==> config.mk <==
export PLATFORM = sky130hd
export DESIGN_NAME = pe_s10_accumulator
export DESIGN_NICKNAME = d
export VERILOG_FILES = /design/src/rtl/pe_s10_accumulator.sv
export SDC_FILE = /design/constraint.sdc
export NUM_CORES = 1
export LEC_CHECK = 0
export CAP_MARGIN = 20
export CORE_AREA = 2 2 109 111
export DETAILED_ROUTE_END_ITERATION = 8
export DIE_AREA = 0 0 111 113
export HOLD_SLACK_MARGIN = 0.05
export PLACE_DENSITY_LB_ADDON = 0.05
export REMOVE_ABC_BUFFERS = 1
export SYNTH_ARGS = -nofsm -noshare
export SYNTH_HDL_FRONTEND = slang
export SYNTH_SLANG_ARGS = --single-unit
export TNS_END_PERCENT = 30
==> constraint.sdc <==
create_clock -name clk -period 4.7 [get_ports clk]
set_input_delay 0.94 -clock clk [delete_from_list [all_inputs] [get_ports clk]]
set_output_delay 0.94 -clock clk [all_outputs]
set_load 0.02 [all_outputs]
==> src/rtl/pe_s10_accumulator.sv <==
// Dot-product accumulator behind a fixed-latency adder tree.
// Vector tags ride a LAT-deep delay line to line up with din, a two-state FSM
// sums (with saturation) the tree outputs of one product, and finished results
// land in a 2-entry first-word fall-through FIFO with registered outputs.
module pe_s10_accumulator #(
  parameter int unsigned DIN_W = 11,
  parameter int unsigned ACC_W = 24,
  parameter int unsigned LAT   = 6
) (
  input  logic                    clk,
  input  logic                    rst_n,
  input  logic                    in_valid,
  input  logic                    in_first,
  input  logic                    in_last,
  input  logic signed [DIN_W-1:0] din,
  output logic                    out_valid,
  input  logic                    out_ready,
  output logic signed [ACC_W-1:0] dout,
  output logic                    out_sat,
  output logic                    drop_err,
  output logic                    busy
);

  typedef enum logic {StIdle, StAccum} state_e;

  localparam logic signed [ACC_W-1:0] AccMax = {1'b0, {(ACC_W-1){1'b1}}};
  localparam logic signed [ACC_W-1:0] AccMin = {1'b1, {(ACC_W-1){1'b0}}};

  // Tag delay lines; bit LAT-1 is the tag aligned with the current din.
  logic [LAT-1:0] v_q, f_q, l_q;
  logic           v_dly, f_dly, l_dly;

  state_e                  state_q, state_d;
  logic signed [ACC_W-1:0] acc_q, acc_d;
  logic                    sat_q, sat_d;

  logic signed [ACC_W-1:0] din_ext;
  logic signed [ACC_W:0]   sum;
  logic                    ovf_hi, ovf_lo;
  logic signed [ACC_W-1:0] sum_sat;

  logic                    push;
  logic                    pop;

  // FIFO: head is the output register, tail is the second slot.
  logic [1:0]              cnt_q, cnt_d;
  logic signed [ACC_W-1:0] head_q, head_d, tail_q, tail_d;
  logic                    head_sat_q, head_sat_d, tail_sat_q, tail_sat_d;
  logic                    valid_q, valid_d;
  logic                    drop_q, drop_d;

  assign v_dly = v_q[LAT-1];
  assign f_dly = f_q[LAT-1];
  assign l_dly = l_q[LAT-1];

  // Delay the vector tags by the adder-tree latency.
  always_ff @(posedge clk or negedge rst_n) begin
    if (!rst_n) begin
      v_q <= '0;
      f_q <= '0;
      l_q <= '0;
    end else begin
      v_q <= (v_q << 1) | LAT'(in_valid);
      f_q <= (f_q << 1) | LAT'(in_first);
      l_q <= (l_q << 1) | LAT'(in_last);
    end
  end

  // Saturating add in ACC_W+1 bits; overflow shows as disagreeing top bits.
  always_comb begin
    din_ext = ACC_W'(din);
    sum     = (ACC_W+1)'(acc_q) + (ACC_W+1)'(din_ext);
    ovf_hi  = ~sum[ACC_W] & sum[ACC_W-1];
    ovf_lo  = sum[ACC_W] & ~sum[ACC_W-1];
    if (ovf_hi) begin
      sum_sat = AccMax;
    end else if (ovf_lo) begin
      sum_sat = AccMin;
    end else begin
      sum_sat = sum[ACC_W-1:0];
    end
  end

  // Accumulator FSM next state; push carries the freshly computed acc/sat.
  always_comb begin
    state_d = state_q;
    acc_d   = acc_q;
    sat_d   = sat_q;
    push    = 1'b0;
    if (v_dly) begin
      unique case (state_q)
        StIdle: begin
          // A new product always starts here, first tag or not.
          acc_d   = din_ext;
          sat_d   = 1'b0;
          state_d = l_dly ? StIdle : StAccum;
          push    = l_dly;
        end
        StAccum: begin
          if (f_dly) begin
            acc_d = din_ext;
            sat_d = 1'b0;
          end else begin
            acc_d = sum_sat;
            sat_d = sat_q | ovf_hi | ovf_lo;
          end
          if (l_dly) begin
            state_d = StIdle;
            push    = 1'b1;
          end
        end
        default: state_d = StIdle;
      endcase
    end
  end

  // Accumulator state registers.
  always_ff @(posedge clk or negedge rst_n) begin
    if (!rst_n) begin
      state_q <= StIdle;
      acc_q   <= '0;
      sat_q   <= 1'b0;
    end else begin
      state_q <= state_d;
      acc_q   <= acc_d;
      sat_q   <= sat_d;
    end
  end

  assign pop = valid_q & out_ready;

  // FIFO next state: a push into a full FIFO only succeeds alongside a pop.
  always_comb begin
    cnt_d      = cnt_q;
    head_d     = head_q;
    head_sat_d = head_sat_q;
    tail_d     = tail_q;
    tail_sat_d = tail_sat_q;
    drop_d     = drop_q;
    case (cnt_q)
      2'd0: begin
        if (push) begin
          head_d     = acc_d;
          head_sat_d = sat_d;
          cnt_d      = 2'd1;
        end
      end
      2'd1: begin
        if (push && pop) begin
          head_d     = acc_d;
          head_sat_d = sat_d;
        end else if (push) begin
          tail_d     = acc_d;
          tail_sat_d = sat_d;
          cnt_d      = 2'd2;
        end else if (pop) begin
          cnt_d = 2'd0;
        end
      end
      default: begin
        if (pop) begin
          head_d     = tail_q;
          head_sat_d = tail_sat_q;
          if (push) begin
            tail_d     = acc_d;
            tail_sat_d = sat_d;
          end else begin
            cnt_d = 2'd1;
          end
        end else if (push) begin
          drop_d = 1'b1;
        end
      end
    endcase
    valid_d = (cnt_d != 2'd0);
  end

  // FIFO registers.
  always_ff @(posedge clk or negedge rst_n) begin
    if (!rst_n) begin
      cnt_q      <= 2'd0;
      head_q     <= '0;
      head_sat_q <= 1'b0;
      tail_q     <= '0;
      tail_sat_q <= 1'b0;
      valid_q    <= 1'b0;
      drop_q     <= 1'b0;
    end else begin
      cnt_q      <= cnt_d;
      head_q     <= head_d;
      head_sat_q <= head_sat_d;
      tail_q     <= tail_d;
      tail_sat_q <= tail_sat_d;
      valid_q    <= valid_d;
      drop_q     <= drop_d;
    end
  end

  assign out_valid = valid_q;
  assign dout      = head_q;
  assign out_sat   = head_sat_q;
  assign drop_err  = drop_q;
  assign busy      = (state_q == StAccum) | (|v_q);

endmodule
Yosys cells after proc, flatten, opt, wreduce, memory -nomap -nowiden
Index checks and enable logic that the tools add are counted.
W data, S select, Z words.
Word-level totals
  word-level logic and storage cells: 78
  output and inout bits: 28
  input port bits: 17
  register bits after elaboration: 98
Operators by class
  reduce and logical (&&, ||, !) cells: 10
  add/sub/neg operators: 1
  muxes and demuxes: 35
  equality and inequality tests: 4
  bitwise logic cells: 15
Operators with widths (number)
  $mux W24: 10
  $pmux W24 S2: 3
  $add A24 B11 Y25: 1
  $or A6 B1 Y6: 3
  $mux W2: 6
  $mux W1: 11
  $reduce_and A3 Y1: 3
  $pmux W1 S2: 4
  $ne A2 B2 Y1 const B: 3
  $not A1 Y1: 6
  $reduce_or A6 Y1: 1
  $pmux W2 S2: 1
  $reduce_bool A2 Y1: 2
  $and A1 B1 Y1: 3
  $or A1 B1 Y1: 3
  $reduce_bool A3 Y1: 1
  $eq A2 B1 Y1 const B: 1
  $logic_not A2 Y1: 1
  $reduce_or A2 Y1: 1
  $logic_and A1 B1 Y1: 1

Depth between registers and ports, before layout
  depth in word-level cells: 11
  depth in mapped cells: 13
  depth with buffers taken out: 12

Worst setup path before layout
OpenSTA, ideal clock, no wires.
  path kind: input to register
  from: in din[0]
  to: reg head_q[14] (netlist: dout[14])
  slack: 1157 ps
  library setup time: 87 ps
  stages: 13
  required time: 4613 ps
  arrival: 3456 ps
  path buffers: 1
  cells stage by stage: ha_1 inv_1 fa_1 nand2b_1 a21o_1 a21oi_1 a41oi_2 and3_1 buf_6 o22ai_1 a32oi_1 or4_1 o211ai_1
Between the ends
  longest elaborated chain between the ends: 10
  elaborated cells between the ends (all ways): 13
  those cells by class: 1 x add/sub; 8 x mux; 4 x bitwise
Ends and longest elaborated chain
  start: declaration: RTL line 15  | input logic signed [DIN_W-1:0] din,
  $add A24 B11 Y25 *: RTL line 72  | sum = (ACC_W+1)'(acc_q) + (ACC_W+1)'(din_ext);
  $not A1 Y1: RTL line 74  | ovf_lo = sum[ACC_W] & ~sum[ACC_W-1];
  $and A1 B1 Y1: RTL line 74
  $mux W24: RTL line 77  | end else if (ovf_lo) begin
  $mux W24 *: RTL line 75  | if (ovf_hi) begin
  $mux W24 *: RTL line 100  | if (f_dly) begin
  $pmux W24 S2 *: RTL line 91  | unique case (state_q)
  $mux W24 *: RTL line 90  | if (v_dly) begin
  $mux W24, on equally long branches: RTL line 149, 142
  $pmux W24 S2 *: RTL line 140  | case (cnt_q)
  end signal: assignment: RTL line 182  | head_q <= '0;
  end signal: assignment: RTL line 190  | head_q <= head_d;
  end: declaration: RTL line 47  | logic signed [ACC_W-1:0] head_q, head_d, tail_q, tail_d;
Every way passes the cells marked *; elsewhere a longest branch is shown, timed or not. The select of a mux whose other input is x is not followed.
A chain may end at the register's enable or synchronous reset.

Worst setup path after layout
  from: in din[0]
  to: reg tail_q[11]
Between the ends
  longest elaborated chain between the ends: 11
  elaborated cells between the ends (all ways): 14
  those cells by class: 1 x add/sub; 9 x mux; 4 x bitwise
Ends and longest elaborated chain
  $add A24 B11 Y25 *: RTL line 72
  $not A1 Y1: RTL line 74
  $and A1 B1 Y1: RTL line 74
  $mux W24: RTL line 77
  $mux W24 *: RTL line 75
  $mux W24 *: RTL line 100
  $pmux W24 S2 *: RTL line 91
  $mux W24 *: RTL line 90
  $mux W24 *: RTL line 152, 164
  $mux W24, on equally long branches: RTL line 161, 149
  $pmux W24 S2 *: RTL line 140
  end signal: assignment: RTL line 192  | tail_q <= tail_d;
  end: declaration: RTL line 47
Marks and branches as above.

==> results.tsv <==
metric	value	unit
Post-Place Setup Slack	0.247	ns
LEAKAGE	2.75	nW
# IOs	45	
Setup CP Type	input port to register	
Synth cell types	66	
CP cell instances	clkdlybuf4s50_1 -> ha_1 -> inv_1 -> fa_1 -> nand2b_1 -> a21o_1 -> a21oi_1 -> a41oi_2 -> a211oi_2 -> a21oi_2 -> nor2_1 -> a31oi_1 -> a21oi_1	
Final period util	88.7	%
Post-CTS Resized	0	
total negative slack	0	ns
clk root buf	clkbuf_16	
detailed-route via count	4892	
Vias per Instance	6.12	
asr flop ratio synth	100	%
crit path DAT	4.43	ns
Yosys top cell area share	43.8	%
CTS Buf Count	9	
Post-DP HPWL	11500	um
Starting Density	49.7	%
crit path capture type	register	
area of the multi-input gates	2950	um^2
Seq/Total Area, Yosys	43.8	%
outcome	complete, no violations	
area leader, netlist	dfrtp_1	
Final Setup Violations	0	
IO Port Bufs	44	
GR Overflow Total	0	
PwrDens	599	nW/um^2
chip width	111	um
total power	3.92	mW
# nets final	693	
IR drop worst, VDD	361	uV
slew margin rel.	40.5	%
final wirelength	15600	um
most frequent cells in the layout	dfrtp_1 (98), o21ai_0 (53), a21oi_1 (53), nand2_1 (52), nor2_1 (46)	
Max Cap Viol	0	
DRC	0	
slowest CP cell	a211oi_2	
CTS H-tree depth	3	
Post-CTS Hold Buffers	0	
Mapped Cells	607	
Final Skew	0.0147	ns
Die ar.	12500	um^2
synthesized area per cell	9.23	um^2
area grow syn2layout	16.6	%
critical-path maximum fanout	10	
Slew @ Worst Pin	0.893	ns
post-layout util	58.0	%
number of flops mapped to enable cells by yosys	0	
Avg WL per Cell	19.6	um
cells on worst reg2reg path	12	
Global Route Usage Sum	26.0	%
Crit Reg-Reg Endpoint	tail_q[11]$_DFFE_PN0P_	
Worst Path Required	4.96	ns
Antenna Violating Nets Remaining	0	
startpoint types	input port	
Max Clk Rate	0.240	GHz
most area-consuming cells after synthesis	dfrtp_1 (44%), ha_1 (5.4%), a21oi_1 (4.7%)	
initial antenna violation count	0	
reg2reg start	acc_q[0]$_DFF_PN0_	
Hold Path End	l_q[1]$_DFF_PN0_	
synthesized flop and latch total	98	
final worst setup slack	0.531	ns
antenna cell count	0	
unrepaired setup endpoints after global routing	no	
vias in the first global route	4799	
first-pass GRT wire length	25500	um
First-pass DRT Iterations	5	
CP peak stage delay	0.51	ns
clock tree from TritonCTS	done	
FILL cells	1018	
Clk pin slew, worst setup/hold paths	0.07	ns
yosys warns	0	
chip height	113	um
CORE AREA	11300	um^2
Post-CTS Repair Setup Buffers	0	
Worst R2R Setup Slack	1.25	ns
Tmin final	4.17	ns
clock sink count	98	
Worst-Skew Late Latency	0.35	ns
Worst Hold Depth	0	
gpl congestion	0.926	
fraction of final layout cells sized beyond drive strength 1	10.7	%
Max Slew Vio Count	0	
initial drt markers	390	
largest net degree at the start of global routing	72	
deepest clock path buffer count	2	
min-delay worst type	register to register	
sequential cell area	2450	um^2
synthesized area	5600	um^2
hold wc startpoint	l_q[0]$_DFF_PN0_	
Synth Flop Type	dfrtp_1	
# rows	39	
Hold Vio Cnt, Final	0	
commonest non-fill, non-tap cell in the layout	dfrtp_1	
most used cell, CP	a21oi_1	
-- critical path: cells and delay by family --
kind / cells / cell delay [ns]
buffers and inverters: 2 / 0.54
adders and majority gates: 2 / 0.54
and+or+nand+nor: 2 / 0.52
AOI/OAI and AO/OA: 7 / 1.87
-- cells by family (layout without fill, tap and decap cells) --
family / after synthesis / in the layout / synth area share, %
xor+xnor: 14 / 14 / 2.19
mux: 17 / 17 / 3.39
flops: 98 / 98 / 43.8
buf+inv: 49 / 98 / 3.57
simple gates: 191 / 191 / 16.6
fa+ha+maj: 26 / 26 / 5.90
compound gates: 212 / 212 / 24.6
-- power breakdown --
group	switching (mW)	total (mW)	internal, mW
clock	0.355	0.733	0.378
combinational	1.11	1.89	0.776
sequential	0.168	1.30	1.13
-- final cells by class --
| class | count | area share (%) |
|---|---|---|
| clock buffers | 9 | 3.45 |
| clock inverters | 7 | 1.24 |
| inverters | 21 | 1.21 |
| multi-input cells | 460 | 45.2 |
| flip-flops and latches | 98 | 37.5 |
| well taps | 143 | 2.74 |
| repair buffers | 61 | 8.65 |
-- Yosys cell counts (all sizes together) (2+ instances only) --
master and instances:
xor2 4, a21oi 55, nor2b 6, xnor2 10, nor2 48, ha 24
o21a 8, o211a 2, o31ai 4, nand3 17, o311ai 2, nand2 52
o211ai 10, a311oi 2, clkbuf 21, dfrtp 98, and3 8, nand2b 6
a21o 15, buf 7, inv 21, nand4 6, a211oi 8, o21ai 63
nor3 18, o2bb2ai 3, a221oi 2, a31oi 14, a31o 4, o221ai 5
or3 19, or4 4, a41oi 2, o22ai 3, and2 3, mux2 16
o31a 2
-- metrics by stage --
stage	area, um^2	instances	hold slack (ns)
6_report	6540	799	0.354
3_3_place_gp	6230	783	0.332
3_5_place_dp	6230	783	0.338
4_1_cts	6540	799	0.351
5_1_grt	6540	799	0.364
2_1_floorplan	5480	579	0.331
-- worst max-delay path by stage --
stage	from	endpoint	slack, ns	cells past startpoint
detailed placement	din[0]	tail_q[11]$_DFFE_PN0P_	0.25	13
global route	din[0]	tail_q[11]$_DFFE_PN0P_	0.17	13
CTS	din[0]	tail_q[11]$_DFFE_PN0P_	0.58	13
floorplan	din[0]	dout[14]$_DFFE_PN0P_	1.18	12
global placement	din[0]	dout[14]$_DFFE_PN0P_	0.33	13
finish	din[0]	tail_q[11]$_DFFE_PN0P_	0.53	13
-- registers in the layout, indices dropped and copies added (netlist names), 2 cells and up --
| register | flops |
|---|---|
| cnt_q | 2 |
| acc_q | 24 |
| v_q | 6 |
| f_q | 6 |
| l_q | 6 |
| tail_q | 24 |
| dout | 24 |
-- layer usage --
layer,GRT usage (%),part of all wire [%]
met5,0,0
met4,9.17,2.5
met1,35.6,45
met2,42.7,49
met3,3.96,4.4
Note: power is estimated with default switching activity, not from simulation.
